## src/rtl/mul_arbiter.sv

```systemverilog
// mul_arbiter
//
// Shares one iterative 32x32 unsigned multiplier between two requesters.
// Arbitration is round-robin. Signed operands are turned into unsigned
// magnitudes before issue, and the 64-bit product is sign-corrected on the
// way back. The final step selects the low or high 32-bit half.
//
// Ports
//   clk, rst            clock (rising edge) and async active-high reset
//   req[1:0]            per-port request; bit i = port i
//   a0/b0/op0           port 0 operands (a = multiplier, b = multiplicand)
//                       and op: 00 MUL, 01 MULH, 10 MULHSU, 11 MULHU
//   a1/b1/op1           port 1 equivalents
//   ack[1:0]            combinational one-cycle grant pulse. Operands are
//                       captured on the clock edge that ends the pulse.
//   resp_valid[1:0]     registered one-cycle result pulse to the granted port
//   resp_data[31:0]     result; meaningful only while resp_valid is set
//   busy                high in every state except IDLE
//   mul_in_valid        one-cycle start pulse to the multiplier
//   mul_mplier/mcand    unsigned operand magnitudes, held through WAIT
//   mul_product[63:0]   multiplier result
//   mul_out_valid       multiplier result strobe; only honoured in WAIT
//
// Handshake: a requester holds req and its operands until it sees its ack
// bit. The operands are taken on that clock edge. If req is still high after
// ack, it counts as a fresh request. Exactly one resp_valid pulse follows
// each ack, unless reset intervenes. The multiplier has no in_ready. It must
// share this block's reset, and it sees at most one operation in flight.
//
// Optional feature: define MUL_RESULT_CACHE_EN to keep the last magnitude
// pair and its unsigned product. A grant whose magnitudes match that pair is
// answered straight from the cache and does not use the multiplier.

module mul_arbiter (
    input  logic        clk,
    input  logic        rst,
    input  logic [1:0]  req,
    input  logic [31:0] a0,
    input  logic [31:0] b0,
    input  logic [1:0]  op0,
    input  logic [31:0] a1,
    input  logic [31:0] b1,
    input  logic [1:0]  op1,
    output logic [1:0]  ack,
    output logic [1:0]  resp_valid,
    output logic [31:0] resp_data,
    output logic        busy,
    output logic        mul_in_valid,
    output logic [31:0] mul_mplier,
    output logic [31:0] mul_mcand,
    input  logic [63:0] mul_product,
    input  logic        mul_out_valid
);

    typedef enum logic [1:0] {
        IDLE  = 2'd0,
        ISSUE = 2'd1,
        WAIT  = 2'd2,
        DONE  = 2'd3
    } state_t;

    state_t      state;
    state_t      state_next;

    logic        last_grant;
    logic        grant_id;
    logic [1:0]  op_q;
    logic        neg_q;

    logic        grant_sel;
    logic        grant_fire;
    logic [31:0] sel_a;
    logic [31:0] sel_b;
    logic [1:0]  sel_op;
    logic        sign_a;
    logic        sign_b;
    logic [31:0] mag_a;
    logic [31:0] mag_b;
    logic        sel_neg;
    logic        cache_hit;

`ifdef MUL_RESULT_CACHE_EN
    logic        cache_valid;
    logic [31:0] cache_a;
    logic [31:0] cache_b;
    logic [63:0] cache_prod;
`endif

    // Sign-correct the unsigned product, then pick the half the op asks for.
    function automatic logic [31:0] shape_result(input logic [63:0] prod,
                                                 input logic        neg,
                                                 input logic [1:0]  op);
        logic [63:0] p;
        p = neg ? (~prod + 64'd1) : prod;
        return (op == 2'b00) ? p[31:0] : p[63:32];
    endfunction

    // Round-robin: when both ports request, the port not granted last wins.
    always_comb begin
        grant_sel = 1'b0;
        case (req)
            2'b01:   grant_sel = 1'b0;
            2'b10:   grant_sel = 1'b1;
            2'b11:   grant_sel = ~last_grant;
            default: grant_sel = 1'b0;
        endcase
    end

    assign sel_a  = grant_sel ? a1  : a0;
    assign sel_b  = grant_sel ? b1  : b0;
    assign sel_op = grant_sel ? op1 : op0;

    // a is signed for MULH and MULHSU; b is signed only for MULH.
    // Negating 0x80000000 gives 0x80000000, which is the correct magnitude.
    assign sign_a  = sel_a[31] & ((sel_op == 2'b01) | (sel_op == 2'b10));
    assign sign_b  = sel_b[31] & (sel_op == 2'b01);
    assign mag_a   = sign_a ? (~sel_a + 32'd1) : sel_a;
    assign mag_b   = sign_b ? (~sel_b + 32'd1) : sel_b;
    assign sel_neg = sign_a ^ sign_b;

    assign grant_fire = (state == IDLE) && (req != 2'b00) && !rst;
    assign ack        = grant_fire ? (grant_sel ? 2'b10 : 2'b01) : 2'b00;
    assign busy       = (state != IDLE);

`ifdef MUL_RESULT_CACHE_EN
    // The match uses magnitudes only. The op and the sign come from the new
    // request, so a signed op can hit on an entry left by an unsigned one.
    assign cache_hit = cache_valid && (mag_a == cache_a) && (mag_b == cache_b);
`else
    assign cache_hit = 1'b0;
`endif

    always_comb begin
        state_next = state;
        case (state)
            IDLE:    if (grant_fire) state_next = cache_hit ? DONE : ISSUE;
            ISSUE:   state_next = WAIT;
            WAIT:    if (mul_out_valid) state_next = DONE;
            DONE:    state_next = IDLE;
            default: state_next = IDLE;
        endcase
    end

    always_ff @(posedge clk or posedge rst) begin
        if (rst) begin
            state <= IDLE;
        end else begin
            state <= state_next;
        end
    end

    // The result is computed on the edge that enters DONE. That keeps
    // resp_data and resp_valid registered while they are visible in DONE.
    always_ff @(posedge clk or posedge rst) begin
        if (rst) begin
            last_grant   <= 1'b1;
            grant_id     <= 1'b0;
            op_q         <= 2'b00;
            neg_q        <= 1'b0;
            resp_valid   <= 2'b00;
            resp_data    <= 32'd0;
            mul_in_valid <= 1'b0;
            mul_mplier   <= 32'd0;
            mul_mcand    <= 32'd0;
`ifdef MUL_RESULT_CACHE_EN
            cache_valid  <= 1'b0;
            cache_a      <= 32'd0;
            cache_b      <= 32'd0;
            cache_prod   <= 64'd0;
`endif
        end else begin
            mul_in_valid <= 1'b0;
            resp_valid   <= 2'b00;
            case (state)
                IDLE: begin
                    if (grant_fire) begin
                        last_grant <= grant_sel;
                        grant_id   <= grant_sel;
                        op_q       <= sel_op;
                        neg_q      <= sel_neg;
`ifdef MUL_RESULT_CACHE_EN
                        if (cache_hit) begin
                            resp_valid <= grant_sel ? 2'b10 : 2'b01;
                            resp_data  <= shape_result(cache_prod, sel_neg, sel_op);
                        end else begin
                            mul_in_valid <= 1'b1;
                            mul_mplier   <= mag_a;
                            mul_mcand    <= mag_b;
                        end
`else
                        mul_in_valid <= 1'b1;
                        mul_mplier   <= mag_a;
                        mul_mcand    <= mag_b;
`endif
                    end
                end
                WAIT: begin
                    if (mul_out_valid) begin
                        resp_valid <= grant_id ? 2'b10 : 2'b01;
                        resp_data  <= shape_result(mul_product, neg_q, op_q);
`ifdef MUL_RESULT_CACHE_EN
                        cache_valid <= 1'b1;
                        cache_a     <= mul_mplier;
                        cache_b     <= mul_mcand;
                        cache_prod  <= mul_product;
`endif
                    end
                end
                default: begin
                end
            endcase
        end
    end

endmodule

```

## config.mk

```make
export PLATFORM = sky130hd
export DESIGN_NAME = mul_arbiter
export DESIGN_NICKNAME = d
export VERILOG_FILES = /design/src/rtl/mul_arbiter.sv
export SDC_FILE = /design/constraint.sdc
export NUM_CORES = 1
export LEC_CHECK = 0
export ABC_AREA = 0
export CAP_MARGIN = 20
export CORE_MARGIN = 2
export CORE_UTILIZATION = 47
export DETAILED_ROUTE_END_ITERATION = 8
export PLACE_DENSITY = 0.88
export SYNTH_ARGS = -nofsm -noshare
export SYNTH_HDL_FRONTEND = slang
export SYNTH_SLANG_ARGS = --single-unit
```

## constraint.sdc

```tcl
create_clock -name clk -period 4 [get_ports clk]
set_input_delay 0.8 -clock clk [delete_from_list [all_inputs] [get_ports clk]]
set_output_delay 0.8 -clock clk [all_outputs]
set_load 0.02 [all_outputs]
```

==> reports/qor.csv <==
stage,metric,value,unit
status,status,completed,
flow_run,drv_cap,0,
cts,clockRootBuffer,clkbuf_16,
global_route,grt_max_degree,77,
cts,tritoncts,done,
synthesis,ys.flop_type,dfrtp_1,
worst_setup_path,rr_worst_depth,8,
worst_hold_path,worstHoldPathType,reg -> reg,
synthesis,synthAdderAreaFrac,0.987,%
floorplan,pin_count,303,
cts,cts_sinks,106,
cts,cts_setup_buffers,0,
place,place_hpwl,26200,um
global_route,grt_pass1_vias,10000,
worst_setup_path,slowest_stage,clkdlybuf4s50_1,
sta,fin_crit_sh,89.5,%
worst_hold_path,min_path_cells,1,
sta,period_minus_slack,3.58,ns
cts,clkTransAtPathRegs,0.07,ns
global_route,overflow,0,
worst_setup_path,start_kind,input port,
sta,tightest_slew,0.933,ns
global_route,busiest_layer,met2,
floorplan,dieArea,20000,um^2
routing,via_count,10200,
routing,drc,0,
floorplan,die_y,141,um
final_layout,layout_commonest_cell,clkdlybuf4s50_1,
routing,drtIter0Drc,949,
sta,fmax,279,MHz
sta,setup_viol,0,
floorplan,row_count,50,
worst_setup_path,cp-end-kind,primary output,
synthesis,netlist_area,8870,um^2
synthesis,synth_top_area_share,29.6,%
routing,dr.pass1.iters,7,
sta,tns,0,ns
cts,h-tree-depth,3,
worst_setup_path,worstPathCellList,clkdlybuf4s50_1 > nor2_1 > or3_4 > inv_1 > nand2_1 > inv_1 > clkdlybuf4s50_1,
sta,rsz0062_at_grt,false,
synthesis,synth-seq-area-share,29.9,%
global_route,grt_use_total,33.3,%
floorplan,initial_core_util,47.6,%
routing,wl_per_cell,20.9,um
final_layout,layout_common_cells,"302 x clkdlybuf4s50_1, 147 x nand2_1, 104 x dfrtp_1",
synthesis,synth_compound_area_share,20.3,%
sta,relSlewSlack,37.6,%
power,pwr_density_cell,539,nW/um^2
worst_setup_path,worstPathArrival,2.78,ns
global_route,antenna_found_initial,2,
synthesis,syn-mean-instance-area,8.16,um^2
place,place.port_buffers,302,
synthesis,syn-num-nets,1296,
sta,skew,0.00769,ns
global_route,grt_use_met2,55.9,%
synthesis,yosysWarnings,0,
worst_setup_path,cp.depth,7,
final_layout,fin_util,67.0,%
cts,clk_latency,0.36,ns
synthesis,synth-xor-area-share,10.1,%
synthesis,postSynth.asyncResetShare,100,%
synthesis,yosysTopAreaCell,dfrtp_1,
floorplan,die_w,141,um
sta,maxSlewViolCount,0,
final_layout,layout.cells.non_filler,1614,
synthesis,syn_inst,1088,
synthesis,synth_top_family_by_area,simple AND/OR/NAND/NOR gates,
routing,vias_per_cell,6.30,
synthesis,synth-seq-cells,106,
synthesis,yosysUniqueCellTypes,72,
cts,cts_hold_buffers,0,
final_layout,final_layout_size_suffix_gt1_share,5.95,%
place,dpl.cell_count,1597,
final_layout,fillers,1567,
final_layout,area_growth,40.7,%
routing,wl,33800,um
routing,antenna_left,0,
global_route,grtUsageMet3,7.05,%
synthesis,synth_simple_gate_area_share,26.4,%
worst_setup_path,critPathRequiredTime,3.20,ns
sta,final_hold_viol_count,0,
worst_setup_path,cp_num_buf_inv,4,
worst_setup_path,path_max_fanout,5,
power,irDropWorstVdd,0.309,mV
synthesis,synth_mux_area_share,8.97,%
final_layout,nets,1582,
cts,numCtsBuffers,9,
final_layout,multi_input_area,5940,um^2
floorplan,core_area,18600,um^2
cts,cts_max_path_buffers,2,
worst_setup_path,crit_family,buffers and inverters,
worst_setup_path,path_class,in -> out,
place,gp_congestion,1.01,
synthesis,synth-edff-count,0,
final_layout,layout.area.seq,2660,um^2
global_route,grtUsageMet1,40.6,%
cts,cts_resized,0,
global_route,grt_pass1_wl,52800,um
power,cellLeakagePower,4.97,nW
worst_setup_path,cpPeakStageDelay,0.60,ns
synthesis,yosys-top-cells-area,"dfrtp_1 30%, mux2i_1 8.5%, xor2_1 6.4%",
metal layers:
metal	wire [um]	vias to the layer above
met3	3560	98
met5	0	-
li1	-	4642
met4	1530	0
met1	12900	4756
met2	15800	673
cell families (layout without fill, tap and decap cells):
kind of cell               count (synthesis)  after routing
buffers and inverters                     73            364
muxes                                     79             79
adders and majority gates                  7              7
other                                      0              1
and+or+nand+nor                          450            450
AOI/OAI and AO/OA                        271            271
xor gates and xnor gates                 102            102
DFF                                      106            106
synth_stat cells (11+ instances only):
cell type  number
clkbuf_1       42
or4_1          11
nand3b_1       18
nand4_1        22
dfrtp_1       105
nor4_1         24
o21ai_0        79
xnor2_1        37
xor2_1         65
nand3_1        34
nand2_1       147
o31ai_1        29
a21oi_1        37
o22ai_1        15
or3_1          24
nor2_1         80
inv_1          14
mux2i_1        75
nor3_1         40
a31oi_1        21
per-stage QoR:
step	worst slack (ns)	cell area, um^2	hold slack, ns	power, W
global placement	0.394	12200	0.461	0.00572
detailed placement	0.296	12200	0.466	0.00581
global route	0.349	12500	0.511	0.00713
floorplan	0.383	8870	0.417	0.00402
CTS	0.416	12500	0.478	0.00673
finish	0.421	12500	0.475	0.00673
final cells by class:
cell class                      count  share of cell area (%)
Clock buffer                       12                    1.97
Clock inverter                      4                   0.290
Antenna cell                        1                  0.0200
Multi-Input combinational cell    909                    47.6
Inverter                           15                   0.471
Sequential cell                   106                    21.3
Timing Repair Buffer              333                    26.1
Tap cell                          234                    2.34
worst reg2reg max path, cell delays in order (launching register included):
cell	delay, ns
dfstp_2	0.59
a21bo_4	0.36
mux2i_1	0.29
ha_1	0.31
nand3_1	0.18
o32ai_2	0.56
a41oi_1	0.22
xor2_1	0.18
o21ai_0	0.16
worst paths after layout:
check,to,slack (ns),startpoint
worst max register to register,mul_mcand[26],1.08,last_grant
worst max-delay path,ack[0],0.42,req[0]
min in group asynchronous,mul_mcand[11],0.90,rst
max in group asynchronous,mul_mplier[10],2.22,rst
worst min-delay path,resp_valid[0],0.47,grant_id
worst min register to register,resp_valid[0],0.47,grant_id
state kept, by name (all words and copies together) (netlist names):
name / cells
mul_mcand: 32
mul_mplier: 32
resp_data: 32
op_q: 2
resp_valid: 2
state: 2
grant_id: 1
last_grant: 1
mul_in_valid: 1
neg_q: 1
power by group:
group / internal (W) / leakage [nW] / switching, W
Clock: 0.000448 / 0.135 / 0.000446
Sequential: 0.00157 / 1.31 / 0.000317
Combinational: 0.00175 / 3.52 / 0.00220
(Power assumes the default switching activity.)
